## config.mk

```make
export PLATFORM = sky130hd
export DESIGN_NAME = seg_scan_driver
export DESIGN_NICKNAME = d
export VERILOG_FILES = /design/src/rtl/seg_pkg.sv /design/src/rtl/hex7seg.sv /design/src/rtl/seg_scan_driver.sv
export SDC_FILE = /design/constraint.sdc
export NUM_CORES = 1
export LEC_CHECK = 0
export BUFFER_PORTS_ARGS = -buffer_cell sky130_fd_sc_hd__buf_2
export CAP_MARGIN = 20
export CELL_PAD_IN_SITES_DETAIL_PLACEMENT = 1
export CELL_PAD_IN_SITES_GLOBAL_PLACEMENT = 2
export CORE_UTILIZATION = 34
export DETAILED_ROUTE_END_ITERATION = 7
export MAX_ROUTING_LAYER = met4
export PLACE_DENSITY = 0.76
export SYNTH_ARGS = -nofsm -noshare
export SYNTH_HDL_FRONTEND = slang
export SYNTH_SLANG_ARGS = --single-unit
export TNS_END_PERCENT = 20
```

## constraint.sdc

```tcl
create_clock -name clk_fast -period 2.5 [get_ports clk_fast]
set_input_delay 0.25 -clock clk_fast [delete_from_list [all_inputs] [get_ports clk_fast]]
set_output_delay 0.25 -clock clk_fast [all_outputs]
set_load 0.01 [all_outputs]
```

## src/rtl/seg_pkg.sv

```systemverilog
// rtl/seg_pkg.sv - shared constants and helpers for the 7-segment scan driver
package seg_pkg;

    // All segments and all anodes are active-low, so all-ones means dark.
    localparam logic [7:0] SEG_OFF = 8'hFF;
    localparam logic [7:0] AN_OFF  = 8'hFF;

    // Active-low hex patterns with dp off, indexed by nibble value (entry 15 listed first).
    localparam logic [15:0][7:0] HEX_PAT = {
        8'h8E, 8'h86, 8'hA1, 8'hC6, 8'h83, 8'h88, 8'h90, 8'h80,
        8'hF8, 8'h82, 8'h92, 8'h99, 8'hB0, 8'hA4, 8'hF9, 8'hC0
    };

    // Index of the highest nonzero nibble; 0 for an all-zero word.
    function automatic logic [2:0] msd_of(input logic [31:0] w);
        logic [2:0] m;
        m = 3'd0;
        for (int i = 0; i < 8; i++) begin
            if (w[4*i +: 4] != 4'h0) m = 3'(i);
        end
        return m;
    endfunction

endpackage

```

## src/rtl/hex7seg.sv

```systemverilog
// rtl/hex7seg.sv - combinational nibble to active-low 7-segment pattern
// Ports: nib (4-bit hex value in), seg (7-bit active-low g..a out)
module hex7seg
    import seg_pkg::*;
(
    input  logic [3:0] nib,
    output logic [6:0] seg
);

    assign seg = HEX_PAT[nib][6:0];

endmodule

```

## src/rtl/seg_scan_driver.sv

```systemverilog
// rtl/seg_scan_driver.sv - eight-digit multiplexed 7-segment scanner with LZ blanking and halt blink
// Ports: clk_fast (clock), RST (async active-low reset), disp_data (32-bit word to show),
//        halt (CPU halted, blinks dp), frame_end (pulse when disp_data is latched),
//        SEG (active-low segments, [7]=dp), AN (active-low anodes, AN[0] = rightmost)
module seg_scan_driver
    import seg_pkg::*;
#(
    parameter int SCAN_DIV     = 12500,
    parameter int GUARD_CYC    = 16,
    parameter int BLINK_FRAMES = 64,
    parameter int BLANK_LZ     = 1
) (
    input  logic        clk_fast,
    input  logic        RST,
    input  logic [31:0] disp_data,
    input  logic        halt,
    output logic        frame_end,
    output logic [7:0]  SEG,
    output logic [7:0]  AN
);

    localparam int PW = (SCAN_DIV > 1) ? $clog2(SCAN_DIV) : 1;
    localparam int FW = (BLINK_FRAMES > 1) ? $clog2(BLINK_FRAMES) : 1;

    localparam logic [PW-1:0] P_LAST  = PW'(SCAN_DIV - 1);
    localparam logic [PW-1:0] P_GUARD = PW'(GUARD_CYC);
    localparam logic [FW-1:0] F_LAST  = FW'(BLINK_FRAMES - 1);

    logic [PW-1:0] pcnt;
    logic [2:0]    idx;
    logic [FW-1:0] fcnt;
    logic          blink;
    logic [31:0]   shadow;

    logic          slot_tick;
    logic          frame_tick;
    logic [3:0]    nib;
    logic [6:0]    seg_pat;
    logic          blanked;

    assign slot_tick  = (pcnt == P_LAST);
    // Last slot of the frame: the only moment the shadow word may change, so no tearing.
    assign frame_tick = slot_tick && (idx == 3'd7);
    assign nib        = shadow[{idx, 2'b00} +: 4];
    assign blanked    = (BLANK_LZ != 0) && (idx > msd_of(shadow));

    hex7seg u_hex7seg (
        .nib (nib),
        .seg (seg_pat)
    );

    always_ff @(posedge clk_fast or negedge RST) begin
        if (!RST) begin
            pcnt      <= '0;
            idx       <= 3'd0;
            fcnt      <= '0;
            blink     <= 1'b0;
            shadow    <= 32'h0;
            frame_end <= 1'b0;
            SEG       <= SEG_OFF;
            AN        <= AN_OFF;
        end else begin
            pcnt      <= slot_tick ? '0 : pcnt + 1'b1;
            frame_end <= frame_tick;

            if (slot_tick) idx <= idx + 3'd1;
            if (frame_tick) shadow <= disp_data;

            // Blink phase only runs while halted; every halt episode starts dp-off.
            if (!halt) begin
                fcnt  <= '0;
                blink <= 1'b0;
            end else if (frame_tick) begin
                if (fcnt == F_LAST) begin
                    fcnt  <= '0;
                    blink <= ~blink;
                end else begin
                    fcnt <= fcnt + 1'b1;
                end
            end

            // Anodes stay dark for the first GUARD_CYC cycles of each slot to hide segment switching.
            AN  <= (pcnt < P_GUARD) ? AN_OFF : ~(8'b1 << idx);
            SEG <= {~(halt & blink), blanked ? 7'h7F : seg_pat};
        end
    end

endmodule

```

# == After elaboration in Yosys (flattened, before gate mapping) ==
# Memories as Yosys holds them, arrays and structs flattened.
# Index checks and enable logic that the tools add are counted.
# word_totals
rom_bits,128
mem_count,1
out_inout_bits,17
reg_bits,73
input_bits,35
# classes
shift,2
n_bitwise,4
magnitude_cmp,3
n_eq_ne,5
reduce_logical,9
n_addsub,3
mux,17
# memory_table
memory,depth,word_bits,rd,rd_ports_with_merged_regs,write_ports,line_no,rtl
(name not given),16,8,1,0,0,hex7seg.sv:10,assign seg = HEX_PAT[nib][6:0];
# ops
operator,n
$shiftx A32 B6 Y4,1
$reduce_bool A4 Y1,7
$mux W6,3
$add A14 B1 Y14 const B,1
$eq A14 B14 Y1 const B,1
$lt A14 B5 Y1 const B,1
$mux W14,1
$mux W7,2
$mux W3,4
$mux W8,1
$not A8 Y8,1
$shl A1 B3 Y8 const A,1
$add A6 B1 Y6 const B,1
$eq A6 B6 Y1 const B,1
$lt A4 B5 Y1 const B,1
$mux W1,4
$mux W2,2
$ne A2 B1 Y1 const B,2
$add A3 B1 Y3 const B,1
$eq A3 B3 Y1 const B,1
$gt A3 B3 Y1,1
$not A1 Y1,2
$reduce_and A2 Y1,1
$and A1 B1 Y1,1
$logic_and A1 B1 Y1,1

# == Longest topological paths before layout ==
# Gate-level depths: netlist (run 1).
# depth
depth_word,10
depth_mapped,10
depth_no_buf,10

# == Modules after synthesis ==
# Synthesis (run 1) repeated with hierarchy kept, for this count alone.
# unflattened
cells_unflattened,376
hier_area_um2,3702.3
# by_module_without_submodules
module,seq_area_each_um2,instances,area_per_inst_um2,cells_per_inst
seg_scan_driver,1846.8,1,3440.8,345
hex7seg,0.0,1,261.5,31

# == Worst setup path after synthesis (run 1) ==
# OpenSTA, ideal clock, no wires.
# synth_path
path_type,register to register
start,reg idx[0]
end,reg SEG[0]
path_stages_with_launch,9
arrival_ns,2.304
slack_ns,0.097
cell_sequence,dfrtp_1 -> buf_2 -> mux4_2 -> mux2i_1 -> inv_1 -> ha_1 -> a211o_1 -> o31ai_1 -> o21ai_0
# synth_via
elab_chain_cells,4
word_cells_on_any_way,5
classes_between,order compare: 1; shift: 1; mux: 2; memory: 1
# synth_rtl
item,line_no,rtl
start: declaration,seg_scan_driver.sv:30,logic [2:0] idx;
start signal: assignment,seg_scan_driver.sv:66,if (slot_tick) idx <= idx + 3'd1;
$shiftx A32 B6 Y4,seg_scan_driver.sv:44,"assign nib = shadow[{idx, 2'b00} +: 4];"
$mem_v2 Z16 W8,-,
$mux W7 (implied by the code),hex7seg.sv:10,
$mux W7 *,seg_scan_driver.sv:84,"SEG <= {~(halt & blink), blanked ? 7'h7F : seg_pat};"
end signal: assignment,seg_scan_driver.sv:84,
end: declaration,seg_scan_driver.sv:18,"output logic [7:0] SEG,"
# Mark *: on every way between the ends. The rest lies on a longest branch, timed or not. The select of a mux whose other input is x is not followed.
# A chain may end at the register's enable or synchronous reset.

# == Final worst setup path (run 1) ==
# layout_path
start,reg shadow[9]
end,reg SEG[5]
# layout_via
elab_chain_cells,9
word_cells_on_any_way,12
classes_between,order compare: 1; shift: 1; mux: 8; reduce/logical: 1; memory: 1
# layout_rtl
item,line_no,rtl
start: declaration,seg_scan_driver.sv:33,logic [31:0] shadow;
start signal: assignment,seg_scan_driver.sv:67,if (frame_tick) shadow <= disp_data;
branches (longest 8 deep; another with $mem_v2 Z16 W8),-,
$mux W7 *,seg_scan_driver.sv:84,
# Mark *: on every way between the ends. The select of a mux whose other input is x is not followed.

==> results of run 1 <==
-- power breakdown --
part           total (mW)  leakage (nW)  internal, mW  switching [mW]
sequential           1.25         0.874          1.22          0.0262
clock                1.06         0.115         0.613           0.448
combinational       0.158         0.887        0.0790          0.0795
total                2.47          1.88          1.92           0.553
-- final cells by class --
| class | count | area (um2) |
|---|---|---|
| clock buffer | 11 | 151 |
| clock inverter | 5 | 77.6 |
| fill | 1095 | 5650 |
| inverter | 9 | 33.8 |
| multi-input combinational | 206 | 1640 |
| sequential | 73 | 1850 |
| tap | 133 | 166 |
| timing repair buffer | 64 | 380 |
-- stage by stage --
stage | total power, mW | area (um2) | setup WS [ps] | instances
6_report | 2.47 | 4300 | 196 | 501
5_1_grt | 2.57 | 4300 | 9.28 | 501
4_1_cts | 2.50 | 4300 | 166 | 501
3_5_place_dp | 1.43 | 4060 | 181 | 484
3_3_place_gp | 1.43 | 4060 | 196 | 484
2_1_floorplan | 1.34 | 3560 | 96.9 | 296
-- state kept, by name (all words and copies together) (netlist names) --
signal	count
shadow	32
pcnt	14
AN	8
SEG	8
fcnt	6
idx	3
blink	1
frame_end	1
-- cells by family after synthesis --
group,after synthesis,share of synthesized area
simple gates,92,0.134
flops,73,0.519
mux,46,0.162
compound gates,35,0.0668
buf+inv,17,0.0193
fa+ha+maj,17,0.0598
xor+xnor,16,0.0394
-- layer usage --
| layer | routed length (um) | vias to the layer above |
|---|---|---|
| li1 | - | 1196 |
| met1 | 3780 | 1214 |
| met2 | 3700 | 45 |
| met3 | 252 | 9 |
| met4 | 108 | 0 |
| met5 | 0 | - |
-- cells in the final DEF, fill, tap and decap left out, types with 3 or more instances in the layout --
cell type	synthesis	routed
buf_2	4	51
mux2_2	34	34
and2_1	6	6
clkbuf_8	0	11
dfrtp_1	57	56
or3_1	3	3
inv_1	9	9
nand2_1	26	26
nor3_1	3	3
a21oi_1	5	5
nor2b_1	4	4
o221ai_1	4	4
o21ai_0	8	8
or4_1	3	3
xor2_1	6	6
mux2i_1	6	6
ha_1	17	17
xnor2_1	10	10
nor4_1	6	6
nor2_1	17	17
nand3_1	14	14
dfstp_2	16	16
mux4_2	6	6
buf_4	0	10
and3_1	3	3
-- repair_timing --
| action | CTS | global route |
|---|---|---|
| resized for setup | 0 | 1 |
| endpoints found under the setup margin | 0 | 2 |
| endpoints found under the hold margin | 16 | 0 |
| hold buffers | 1 | 0 |
-- Yosys cell counts, drive strengths merged, types with 2 or more instances --
library cell	count	area share
a21boi	4	0.0084
a21oi	5	0.0070
and2	6	0.011
and3	3	0.0053
buf	5	0.0067
clkbuf	3	0.0032
dfrtp	57	0.40
dfstp	16	0.12
ha	17	0.060
inv	9	0.0095
mux2	34	0.11
mux2i	6	0.017
mux4	6	0.038
nand2	27	0.029
nand3	14	0.020
nand4	2	0.0035
nor2	17	0.018
nor2b	4	0.0070
nor3	3	0.0042
nor4	7	0.017
o21ai	9	0.013
o221ai	4	0.0098
or3	3	0.0053
or4	4	0.0095
xnor2	10	0.025
xor2	6	0.015
-- worst paths after layout --
check                           from   endpoint  slack, ps  cells past startpoint
max                        shadow[9]     SEG[5]        200                     11
min                             halt     SEG[7]        130                      2
max reg2reg                shadow[9]     SEG[5]        200                     11
min reg2reg                    blink     SEG[7]        420                      1
max in group asynchronous        RST     idx[0]       1320                      3
min in group asynchronous        RST  shadow[2]        510                      2
-- critical path: stages, from the launching register on --
cell	delay [ps]
dfrtp_1	410
nor4_1	500
o41ai_1	150
a21boi_0	190
o21ai_0	100
nand2_1	100
ha_1	140
nor2b_1	40
o21a_1	160
o21ai_1	130
buf_4	170
o221ai_1	120
==> results.sh, run 1 <==
export IMPL_core_area_mm2=0.00995
export IMPL_postCtsSetupRepairBufs=0
export IMPL_synthFlopType="dfrtp_1"
export IMPL_die_h_um=104
export IMPL_grt_pass1_wl_mm=13.6
export IMPL_final_setup_viol_count=0
export IMPL_layout_drive_gt1_share=0.378
export IMPL_synth_cell_types=47
export IMPL_hold_viol=0
export IMPL_core_rowCount=36
export IMPL_yosysSeqAreaShare=0.519
export IMPL_tightest_slew_ps=755
export IMPL_vias_per_cell=4.92
export IMPL_skew_ps=8.00
export IMPL_antenna_cells=0
export IMPL_hold_worst_slack_ps=126
export IMPL_antenna_found_initial=0
export IMPL_port_buffers=51
export IMPL_status="complete, no violations"
export IMPL_die_x_um=104
export IMPL_syn_cell_area_mm2=0.00356
export IMPL_fin_tns_setup_ps=0
export IMPL_grt_pass1_vias=2696
export IMPL_end_kind="flip-flop"
export IMPL_crit_fanout=7
export IMPL_wire_per_inst_um=15.7
export IMPL_synthCells=296
export IMPL_grt_use_met1=0.212
export IMPL_synth_nets=348
export IMPL_drt_total_wl_mm=7.84
export IMPL_max_freq_mhz=434
export IMPL_cts_tree="yes"
export IMPL_drt_pass1_iter_count=4
export IMPL_drt_first_iter_violations=67
export IMPL_clk_latency_ps=350
export IMPL_synth_avg_cell_area_um2=12.0
export IMPL_grt_ovfl_total=0
export IMPL_start_util=0.358
export IMPL_cts_root_buffer="clkbuf_8"
export IMPL_numCtsBuffers=9
export IMPL_dr_total_vias=2464
export IMPL_final_core_util=0.432
export IMPL_grt_max_degree=42
export IMPL_areaGrowthSynthToFinish_pct=20.8
export IMPL_crit_type="reg2reg"
export IMPL_synth_async_reset_ratio=1.00
export IMPL_use_met2=0.257
export IMPL_ant_nets=0
export IMPL_hold_path_class="in2reg"
export IMPL_cp_start_kind="flip-flop"
export IMPL_busiest_layer="met2"
export IMPL_clk_pin_slew_worst_paths_ps=80
export IMPL_grt_setup_unrepaired="no"
export IMPL_ys_ff_latch=73
export IMPL_dpl_hpwl_mm=5.85
export IMPL_clockBufferDepth=2
export IMPL_ys_warn_count=0
export IMPL_required_ps=2750
export IMPL_ir_drop_mv=0.233
export IMPL_cap_viol_max_count=0
export IMPL_track_usage=0.164
export IMPL_nNetsFinal=415
export IMPL_drc=0
export IMPL_synth_edf_count=0
export IMPL_slew_headroom=0.497
export IMPL_clock_sinks=73
export IMPL_dieArea_mm2=0.0109
export IMPL_layout_min_cycle_time_ps=2300
export IMPL_period_share=0.922
export IMPL_crit_arrival_ps=2560
export IMPL_place_congestion=0.810
export IMPL_htree_num_levels=3
export IMPL_p_leak_nw=1.88
export IMPL_io_pins=52
export IMPL_slew_violations=0
export IMPL_use_met3=0.0326
export IMPL_pwr_density_cell_mw_per_mm2=574
Note: power is estimated with default switching activity, not from simulation.
==> inputs of run 2 (changes only) <==
Clock period 2.5 ns to 2.05 ns, I/O delays scaled along.
==> results.sh, run 2 (synthesized netlist as in run 1, its figures left out) <==
export IMPL_status="finished, violations left"
export IMPL_failed_checks="negative setup slack"
export IMPL_cts_tree="yes"
export IMPL_layout_min_cycle_time_ps=2130
export IMPL_grt_setup_unrepaired="yes"
export IMPL_drt_first_iter_violations=50
export IMPL_drc=0
export IMPL_tightest_slew_ps=426
export IMPL_crit_arrival_ps=2380
export IMPL_largest_register="shadow"
export IMPL_grt_pass1_wl_mm=14.7
export IMPL_track_usage=0.176
export IMPL_die_h_um=104
export IMPL_dpl_hpwl_mm=6.27
export IMPL_largest_register_ff_count=32
export IMPL_die_x_um=104
export IMPL_drt_pass1_iter_count=6
export IMPL_p_leak_nw=2.12
export IMPL_dieArea_mm2=0.0109
export IMPL_cp_start_kind="flip-flop"
export IMPL_max_freq_mhz=469
export IMPL_fin_cells=542
export IMPL_required_ps=2300
export IMPL_place_congestion=0.905
export IMPL_drt_total_wl_mm=8.78
export IMPL_crit_path_start="shadow[20]"
export IMPL_grt_pass1_vias=2959
export IMPL_end_kind="flip-flop"
export IMPL_vias_per_cell=4.92
export IMPL_wire_per_inst_um=16.2
export IMPL_layout_drive_gt1_share=0.484
export IMPL_nNetsFinal=456
export IMPL_final_cell_mix="dfrtp_1 (56), buf_2 (51), buf_4 (46)"
export IMPL_r2r_start="shadow[20]"
export IMPL_reg_top3="shadow: 32 flops, pcnt: 14 flops"
export IMPL_ir_drop_mv=0.349
export IMPL_hold_path_class="in2reg"
export IMPL_port_buffers=51
export IMPL_start_util=0.358
export IMPL_period_share=1.04
export IMPL_clkPwrFrac=0.432
export IMPL_p_sw_mw=0.696
export IMPL_io_pins=52
export IMPL_slew_headroom=0.714
export IMPL_clk_latency_ps=350
export IMPL_cap_viol_max_count=0
export IMPL_hp_start="halt"
export IMPL_fin_tns_setup_ps=-1950
export IMPL_swShare=0.222
export IMPL_cts_root_buffer="clkbuf_8"
export IMPL_skew_ps=5.90
export IMPL_grt_max_degree=74
export IMPL_comb_power_share=0.080
export IMPL_clock_sinks=73
export IMPL_numCtsBuffers=9
export IMPL_totalPowerFinal_mw=3.13
export IMPL_ant_nets=0
export IMPL_core_rowCount=36
export IMPL_dr_total_vias=2665
export IMPL_grt_ovfl_total=0
export IMPL_antenna_cells=0
export IMPL_core_area_mm2=0.00995
export IMPL_clk_pin_slew_worst_paths_ps=80
export IMPL_crit_type="reg2reg"
export IMPL_hold_viol=0
export IMPL_post_route_worst_setup_slack_ps=-82.2
export IMPL_internal_power_mw=2.44
export IMPL_crit_fanout=7
export IMPL_slew_violations=0
export IMPL_pwr_share_seq=0.488
export IMPL_final_common_cell="dfrtp_1"
export IMPL_pwr_density_cell_mw_per_mm2=655
export IMPL_final_setup_viol_count=42
export IMPL_dp_cells=520
export IMPL_clockBufferDepth=2
export IMPL_htree_num_levels=3
export IMPL_antenna_found_initial=0
export IMPL_areaGrowthSynthToFinish_pct=34.3
[run 2: cell count changes in the layout (fill, tap and decap cells not counted), moves of 4 or more]
| cell | change |
|---|---|
| buf_4 | +36 |
| nor4_1 | -6 |
| nor4_2 | +5 |
| o21ai_0 | -4 |
| o21ai_1 | +4 |
[run 2: per-layer routing]
layer,vias to the layer above,global-route usage,routed length [um]
li1,1279,-,-
met1,1308,0.226,4050
met2,62,0.274,4270
met3,16,0.0370,332
met4,0,0.0622,124
met5,-,-,0
[run 2: path summary, 6_finish.rpt]
path / endpoint / slack (ps) / cells past startpoint
max: SEG[5] / -80 / 10
min: SEG[7] / 80 / 2
max reg2reg: SEG[5] / -80 / 10
min reg2reg: SEG[7] / 420 / 1
max in group asynchronous: SEG[1] / 1300 / 3
min in group asynchronous: fcnt[1] / 410 / 3
[run 2: final cells by class]
| type | count | area [um2] |
|---|---|---|
| Timing Repair Buffer | 105 | 738 |
| Clock inverter | 5 | 104 |
| Clock buffer | 11 | 131 |
| Inverter | 9 | 33.8 |
| Fill cell | 1087 | 5170 |
| Sequential cell | 73 | 1850 |
| Tap cell | 133 | 166 |
| Multi-Input combinational cell | 206 | 1760 |
[run 2: through the flow]
stage               setup slack, ps  utilization  hold WS [ps]  instance area (um2)
floorplan                      -254            -         -90.6                 3590
global placement               -121        0.436           260                 4340
detailed placement             -225        0.436           268                 4340
CTS                           -54.0        0.468          64.3                 4660
global route                   -237        0.480          66.1                 4780
finish                        -82.2        0.480          75.2                 4780
[run 2: repair_timing]
action                                  CTS  global route
gates cloned                              0             2
gates resized for setup                  20            10
pin swaps                                 5             5
hold endpoints to repair                 57             0
endpoints found under the setup margin   44            46
hold buffers                              1             0
buffers inserted                          1             2
[run 2: power groups by stage]
stage | sequential [mW] | clock [mW] | combinational, mW
2_1_floorplan | 1.55 | 0 | 0.0866
3_3_place_gp | 1.55 | 0 | 0.228
3_5_place_dp | 1.55 | 0 | 0.233
4_1_cts | 1.53 | 1.39 | 0.247
5_1_grt | 1.53 | 1.46 | 0.278
6_report | 1.53 | 1.35 | 0.250
[run 2: worst max-delay path, stage by stage (launching register included)]
cell,delay (ps)
dfrtp_1,430
nor4_2,300
nand2_1,120
a21oi_1,140
nor2_1,70
ha_1,280
nor2b_1,130
o21a_1,170
o21ai_1,110
buf_4,160
o221ai_1,120
==> inputs of run 3 (changes only) <==
Settings changed: CORE_UTILIZATION 34 to 41, PLACE_DENSITY 0.76 to 0.85.
Clock period 2.05 ns to 2.7 ns, I/O delays scaled along.
==> results.sh, run 3 (synthesized netlist as in run 1, its figures left out) <==
export IMPL_slew_violations=0
export IMPL_grt_max_degree=47
export IMPL_nNetsFinal=409
export IMPL_postPlaceCellArea_mm2=0.00397
export IMPL_finish_instance_area_mm2=0.00418
export IMPL_ant_nets=0
export IMPL_cap_viol_max_count=0
export IMPL_regArea_mm2=0.00185
export IMPL_dpl_hpwl_mm=5.74
export IMPL_drc=0
export IMPL_dr_total_vias=2475
export IMPL_numCtsBuffers=9
export IMPL_required_ps=2940
export IMPL_ir_drop_mv=0.261
export IMPL_die_h_um=95.2
export IMPL_fillers=914
export IMPL_met3WireLength_um=204
export IMPL_rrSetupSlack_ps=270
export IMPL_largest_register_ff_count=32
export IMPL_cts_root_buffer="clkbuf_8"
export IMPL_largest_register="shadow"
export IMPL_postCtsSetupRepairBufs=0
export IMPL_p_leak_nw=1.82
export IMPL_crit_arrival_ps=2670
export IMPL_antenna_cells=0
export IMPL_reg_top3="shadow: 32 flops, pcnt: 14 flops"
export IMPL_hold_path_class="in2reg"
export IMPL_start_util=0.429
export IMPL_cts_tree="yes"
export IMPL_max_stage_delay_ps=430
export IMPL_drt_first_iter_violations=87
export IMPL_io_pins=52
export IMPL_path_cells="nor4_1, nand2_1, a21oi_1, nor2_1, ha_1, nor2b_1, o21a_1, o21ai_2, o311ai_0"
export IMPL_grt_pass1_vias=2672
export IMPL_fin_cells=467
export IMPL_wire_per_inst_um=17.0
export IMPL_clk_pin_slew_worst_paths_ps=80
export IMPL_grt_setup_unrepaired="no"
export IMPL_clk_latency_ps=350
export IMPL_skew_ps=9.39
export IMPL_antenna_found_initial=0
export IMPL_period_share=0.898
export IMPL_cp_buffers_inverters=0
export IMPL_wl_met1_mm=3.79
export IMPL_clock_sinks=73
export IMPL_htree_num_levels=3
export IMPL_final_setup_viol_count=0
export IMPL_hold_viol=0
export IMPL_core_rowCount=33
export IMPL_max_freq_mhz=412
export IMPL_die_x_um=95.2
export IMPL_hp_start="disp_data[20]"
export IMPL_fin_tns_setup_ps=0
export IMPL_top_layer_used="met4"
export IMPL_final_common_cell="dfrtp_1"
export IMPL_grt_ovfl_total=0
export IMPL_place_congestion=0.774
export IMPL_reg2reg_depth=9
export IMPL_port_buffers=51
export IMPL_track_usage=0.203
export IMPL_end_kind="flip-flop"
export IMPL_cp_top_family="compound AO/OA/AOI/OAI gates"
export IMPL_pwr_density_cell_mw_per_mm2=517
export IMPL_totalPowerFinal_mw=2.16
export IMPL_crit_fanout=7
export IMPL_hold_worst_slack_ps=152
export IMPL_post_route_worst_setup_slack_ps=275
export IMPL_pre_cts_ws_ps=153
export IMPL_vias_per_cell=5.30
export IMPL_final_core_util=0.504
export IMPL_route_met2_wl_mm=3.75
export IMPL_status="complete, no violations"
export IMPL_layout_drive_gt1_share=0.370
export IMPL_areaGrowthSynthToFinish_pct=17.5
export IMPL_whs_path_depth=2
export IMPL_hold_end="shadow[20]"
export IMPL_layout_min_cycle_time_ps=2430
export IMPL_cp_start_kind="flip-flop"
export IMPL_dieArea_mm2=0.00906
export IMPL_tightest_slew_ps=626
export IMPL_core_area_mm2=0.00830
export IMPL_drt_total_wl_mm=7.92
export IMPL_multi_input_area_mm2=0.00165
export IMPL_timing_rr_end="SEG[4]"
export IMPL_r2r_start="shadow[16]"
export IMPL_final_cell_mix="dfrtp_1 (57), buf_2 (51), mux2_2 (34)"
export IMPL_crit_type="reg2reg"
export IMPL_clockBufferDepth=2
export IMPL_grt_pass1_wl_mm=13.3
export IMPL_drt_pass1_iter_count=4
export IMPL_cp_slowest_cell="dfrtp_1"
export IMPL_dp_cells=450
export IMPL_slew_headroom=0.583
## run 3: cell types whose count changed in the layout (fill, tap and decap cells not counted), sizes merged
cell / delta
clkinvlp: +1
buf: -45
clkinv: +2
clkbuf: -3
bufinv: -2
## run 3: metal layers
| layer | vias up | GRT usage |
|---|---|---|
| met5 | - | - |
| met4 | 0 | 0.0972 |
| met3 | 15 | 0.0287 |
| met2 | 45 | 0.310 |
| met1 | 1232 | 0.267 |
| li1 | 1183 | - |
## run 3: worst max-delay path by stage
stage | startpoint | to | slack, ps | depth (start not counted)
2_1_floorplan | idx[0] | SEG[0] | 300 | 8
3_3_place_gp | shadow[9] | SEG[4] | 250 | 10
3_5_place_dp | shadow[9] | SEG[4] | 150 | 10
4_1_cts | shadow[16] | SEG[4] | 60 | 9
5_1_grt | shadow[9] | SEG[5] | 30 | 10
6_report | shadow[16] | SEG[4] | 270 | 9
## run 3: worst reg2reg max path: cells and delay by family, from the launching register on
kind / cells / cell delay (ps)
AOI/OAI and AO/OA: 4 / 860
and+or+nand+nor: 4 / 740
DFF: 1 / 430
adders and majority gates: 1 / 290
## run 3: where the power goes
group	total (mW)	internal [mW]	switching [mW]
clock network	0.859	0.446	0.413
registers	1.16	1.13	0.0269
logic	0.144	0.0706	0.0737
total	2.16	1.65	0.514
## run 3: cell type report
class | instances | area share
inverters | 9 | 0.00808
multi-input cells | 206 | 0.395
repair buffers | 58 | 0.0772
flip-flops and latches | 73 | 0.442
clock buffers | 10 | 0.0329
well taps | 105 | 0.0314
clock inverters | 6 | 0.0138
## run 3: timing repair
item                                    4_1_cts  5_1_grt
hold buffers                                  1        0
gates resized for setup                       0        2
endpoints found under the hold margin        11        0
endpoints found under the setup margin        0        7
